<file path="src/rtl/if_fetch_unit.sv">
// Instruction fetch: owns the PC, drives a 1-cycle synchronous imem, delivers {inst, npc} pairs to IF/ID.
// First instruction 2 cycles after reset release; stall holds the output via a 1-entry skid and suppresses issue.
module if_fetch_unit #(
    parameter int                ADDR_W      = 10,
    parameter int                DATA_W      = 32,
    parameter logic [ADDR_W-1:0] RESET_PC    = '0,
    parameter logic [5:0]        HALT_OPCODE = 6'b111111
) (
    input  logic              clk,
    input  logic              reset,
    input  logic              stall_in,
    input  logic              redirect_valid,
    input  logic [ADDR_W-1:0] redirect_pc,
    output logic              imem_en,
    output logic [ADDR_W-1:0] imem_addr,
    input  logic [DATA_W-1:0] imem_rdata,
    output logic              inst_valid,
    output logic [DATA_W-1:0] inst_out,
    output logic [ADDR_W-1:0] npc_out,
    output logic              halted
);

    typedef enum logic [1:0] {
        ST_BOOT,
        ST_RUN,
        ST_HALT
    } state_t;

    state_t              state_q, state_d;
    logic [ADDR_W-1:0]   pc_q, pc_d;
    logic                req_pending_q, req_pending_d;
    logic [ADDR_W-1:0]   req_addr_q, req_addr_d;
    logic                skid_valid_q, skid_valid_d;
    logic [DATA_W-1:0]   skid_inst_q, skid_inst_d;
    logic [ADDR_W-1:0]   skid_npc_q, skid_npc_d;

    logic [DATA_W-1:0]   sel_inst;
    logic [ADDR_W-1:0]   sel_npc;
    logic                sel_valid;
    logic                consume;

    // The skid entry always wins: a pending response and a full skid never coexist.
    always_comb begin
        sel_valid = skid_valid_q | req_pending_q;
        sel_inst  = skid_valid_q ? skid_inst_q : imem_rdata;
        sel_npc   = skid_valid_q ? skid_npc_q  : req_addr_q + 1'b1;
    end

    always_comb begin
        state_d       = state_q;
        pc_d          = pc_q;
        req_pending_d = req_pending_q;
        req_addr_d    = req_addr_q;
        skid_valid_d  = skid_valid_q;
        skid_inst_d   = skid_inst_q;
        skid_npc_d    = skid_npc_q;
        imem_en       = 1'b0;
        imem_addr     = pc_q;
        inst_valid    = 1'b0;
        inst_out      = '0;
        npc_out       = '0;
        consume       = 1'b0;

        case (state_q)
            ST_BOOT: begin
                state_d       = ST_RUN;
                req_pending_d = 1'b0;
                skid_valid_d  = 1'b0;
            end

            ST_RUN: begin
                if (redirect_valid) begin
                    // Squash whatever is presented or in flight; fetch the target even when stalled.
                    imem_en      = 1'b1;
                    imem_addr    = redirect_pc;
                    skid_valid_d = 1'b0;
                end else begin
                    imem_en    = !stall_in;
                    inst_valid = sel_valid;
                    if (sel_valid) begin
                        inst_out = sel_inst;
                        npc_out  = sel_npc;
                    end
                    consume = sel_valid && !stall_in;
                    if (consume) begin
                        skid_valid_d = 1'b0;
                        if (sel_inst[31:26] == HALT_OPCODE) begin
                            state_d = ST_HALT;
                        end
                    end else if (sel_valid && stall_in && !skid_valid_q) begin
                        skid_valid_d = 1'b1;
                        skid_inst_d  = imem_rdata;
                        skid_npc_d   = req_addr_q + 1'b1;
                    end
                end

                req_pending_d = imem_en;
                if (imem_en) begin
                    req_addr_d = imem_addr;
                    pc_d       = imem_addr + 1'b1;
                end
            end

            ST_HALT: begin
                req_pending_d = 1'b0;
                skid_valid_d  = 1'b0;
            end

            default: begin
                state_d       = ST_BOOT;
                req_pending_d = 1'b0;
                skid_valid_d  = 1'b0;
            end
        endcase
    end

    assign halted = (state_q == ST_HALT);

    always_ff @(posedge clk or negedge reset) begin
        if (!reset) begin
            state_q       <= ST_BOOT;
            pc_q          <= RESET_PC;
            req_pending_q <= 1'b0;
            req_addr_q    <= '0;
            skid_valid_q  <= 1'b0;
            skid_inst_q   <= '0;
            skid_npc_q    <= '0;
        end else begin
            state_q       <= state_d;
            pc_q          <= pc_d;
            req_pending_q <= req_pending_d;
            req_addr_q    <= req_addr_d;
            skid_valid_q  <= skid_valid_d;
            skid_inst_q   <= skid_inst_d;
            skid_npc_q    <= skid_npc_d;
        end
    end

endmodule

</file>
<file path="config.mk">
export PLATFORM = sky130hd
export DESIGN_NAME = if_fetch_unit
export DESIGN_NICKNAME = d
export VERILOG_FILES = /design/src/rtl/if_fetch_unit.sv
export SDC_FILE = /design/constraint.sdc
export NUM_CORES = 1
export LEC_CHECK = 0
export ABC_AREA = 1
export CAP_MARGIN = 20
export CORE_ASPECT_RATIO = 1.2
export CORE_MARGIN = 1
export CORE_UTILIZATION = 40
export CTS_CLUSTER_DIAMETER = 50
export DETAILED_ROUTE_END_ITERATION = 8
export GPL_TIMING_DRIVEN = 1
export HOLD_SLACK_MARGIN = 0.05
export PLACE_DENSITY = 0.68
export SETUP_SLACK_MARGIN = 0.15
export SYNTH_ARGS = -nofsm -noshare
export SYNTH_HDL_FRONTEND = slang
export SYNTH_SLANG_ARGS = --single-unit
</file>
<file path="constraint.sdc">
create_clock -name clk -period 4.7 [get_ports clk]
set_clock_uncertainty 0.1 [all_clocks]
set_input_delay 0.94 -clock clk [delete_from_list [all_inputs] [get_ports clk]]
set_output_delay 0.94 -clock clk [all_outputs]
set_load 0.02 [all_outputs]
</file>
==> impl_metrics.json <==
{
  "critPathArrivalTime_ps": 3030,
  "yosysMostFrequentCell": "nand2_1",
  "die_h_um": 107,
  "ys_dominant_reg_cell": "dfrtp_1",
  "instances_no_fill": 746,
  "period_share_pct": 86.7,
  "firstDrtPassIters": 5,
  "status": "finished, final reports clean",
  "ys_top_cells_by_area": "dfrtp_1 (45%), nand2_1 (23%), a21oi_1 (4.6%)",
  "ys_types": 28,
  "grtUsageTotal_pct": 20.4,
  "fmax_ghz": 0.245,
  "clk_latency_ps": 340,
  "coreArea_um2": 8990,
  "r2r_end": "skid_npc_q[3]",
  "area_growth_pct": 34.4,
  "cts-root-buf": "clkbuf_8",
  "drive_gt1_share_pct": 6.07,
  "placed_area_um2": 4760,
  "cap_violations": 0,
  "cts_tree": "done",
  "port_buffers": 100,
  "synth_top_area_share_pct": 44.7,
  "ctsHoldBuffers": 0,
  "maxSlewHeadroom_pct": 50.2,
  "path_max_fanout": 19,
  "finalSetupViolCount": 0,
  "drt-vias-per-instance": 4.86,
  "post-cts-setup-buffers": 0,
  "fillers": 806,
  "numClockSinks": 66,
  "p_total_mw": 1.20,
  "wl_per_cell_um": 12.3,
  "first_iter_violations": 178,
  "rsz0062_at_grt": "no",
  "synthMuxAreaShare_pct": 0,
  "max_slew.worst_pin.slew_ps": 745,
  "timing.rr.start": "skid_valid_q",
  "seq_area_frac_synth_pct": 44.7,
  "synth_top_area_cell": "dfrtp_1",
  "ir_drop_v": 0.000122,
  "start_kind": "input pin",
  "holdWs_ps": 338,
  "hold_path.class": "in -> async",
  "p_leak_nw": 2.43,
  "synthTopCellsByCount": "nand2_1 (231), dfrtp_1 (66), inv_1 (40)",
  "synth_nets": 577,
  "ant_nets": 0,
  "cts_buffer_depth": 2,
  "synthAdderAreaFrac_pct": 0.678,
  "wirelength_um": 9190,
  "ctsResizeCount": 0,
  "r2r_setup_slack_ps": 1620,
  "yosysWarningCount": 0,
  "synthSimpleGateAreaFrac_pct": 31.4,
  "dp_hpwl_um": 6740,
  "cp-end-kind": "output pin",
  "synth_top_family_by_area": "simple AND/OR/NAND/NOR gates",
  "finalNetCount": 670,
  "num_io_pins": 101,
  "cts_htree_levels": 3,
  "cts_buffers": 9,
  "slew_viol_final": 0,
  "synth_area_um2": 3690,
  "synth_enable_flop_cells": 0,
  "grt_max_degree": 47,
  "synth-xor-area-share_pct": 0.712,
  "grt_first_pass_wirelength_um": 15800,
  "p_per_area_nw_per_um2": 241,
  "drc": 0,
  "antenna_found_initial": 0,
  "synth_seq_cells": 66,
  "async_flop_share_pct": 100,
  "synth_compound_area_share_pct": 14.2,
  "clk_pin_slew_worst_paths_ps": 60,
  "final_area_um2": 4960,
  "dp.cells": 730,
  "crit_required_ps": 3660,
  "place_congestion": 0.873,
  "period_minus_slack_ps": 4070,
  "reg2regPathDepth": 6,
  "postLayoutCoreUtil_pct": 55.2,
  "pre_cts_ws_ps": 591,
  "netlist_instances": 529,
  "grt_pass1_vias": 3351,
  "num_rows": 38,
  "dieArea_um2": 9620,
  "grt_overflow": 0,
  "antenna_cells": 0,
  "die_w_um": 89.7,
  "hold_violations": 0,
  "syn_area_per_cell_um2": 6.98,
  "crit_type": "in -> out",
  "worst_slack_ps": 626,
  "vias": 3628,
  "initial_core_util_pct": 41.1,
  "tns_ps": 0
}
## worst max-delay path, cell delays in order
cell and delay (ps):
clkdlybuf4s50_1 430, inv_2 150, nand3_2 350, inv_2 260, o21ai_0 110, a21oi_1 150, clkdlybuf4s50_1 620
## flip-flops by register name, indices dropped and copies added, names as in the netlist
signal / count
req_addr_q: 10
req_pending_q: 1
state_q: 2
pc_q: 10
skid_inst_q: 32
skid_valid_q: 1
skid_npc_q: 10
## cells by family (layout without fill, tap and decap cells)
logic type	after synthesis	after routing
xor+xnor	3	3
flops	66	66
buf+inv	72	169
fa+ha+maj	2	2
compound gates	97	97
simple gates	289	289
## where the power goes
part           leakage [nW]  switching [mW]  internal, mW
clock                0.0962           0.200         0.255
combinational          1.50          0.0790        0.0709
sequential            0.842         0.00959         0.581
## layer usage
layer / up-vias / wire length (um) / GRT usage (%)
met5: - / 0 / 0
met1: 1636 / 4070 / 26.0
met2: 114 / 4360 / 34.0
met3: 17 / 558 / 3.40
met4: 0 / 206 / 9.02
li1: 1861 / - / -
## cell usage in the layout, fill, tap and decap left out, drive strengths merged
master and instances:
a31oi 3, nand4 6, xnor2 1, o31ai 1, clkdlybuf4s50 99, clkbuf 12, inv 46, nor3 1
nand2 233, nor2 29, o21a 4, or2 2, dfrtp 66, o221ai 1, bufinv 1, nand3 18
ha 2, o21ai 47, o211ai 3, clkinv 2, a21oi 35, xor2 2, o21bai 3, buf 9
## worst max-delay path by stage
stage              startpoint    endpoint  slack [ps]  cells after the start
2_1_floorplan  redirect_valid  npc_out[3]        1690                      6
3_3_place_gp   redirect_valid  npc_out[4]         600                      7
3_5_place_dp   redirect_valid  npc_out[3]         590                      7
4_1_cts        redirect_valid  npc_out[3]         590                      7
5_1_grt        redirect_valid  npc_out[4]         430                      7
6_report       redirect_valid  npc_out[3]         630                      7
## area by class of cell
class / instances / area [um^2] / share of cell area, %
Clock buffer: 12 / 145 / 2.92
Tap cell: 120 / 150 / 3.02
Inverter: 46 / 173 / 3.48
Clock inverter: 3 / 40.0 / 0.807
Sequential cell: 66 / 1650 / 33.3
Timing Repair Buffer: 108 / 1070 / 21.5
Multi-Input combinational cell: 391 / 1740 / 35.0
No activity file was read; power rests on OpenSTA's default activity.
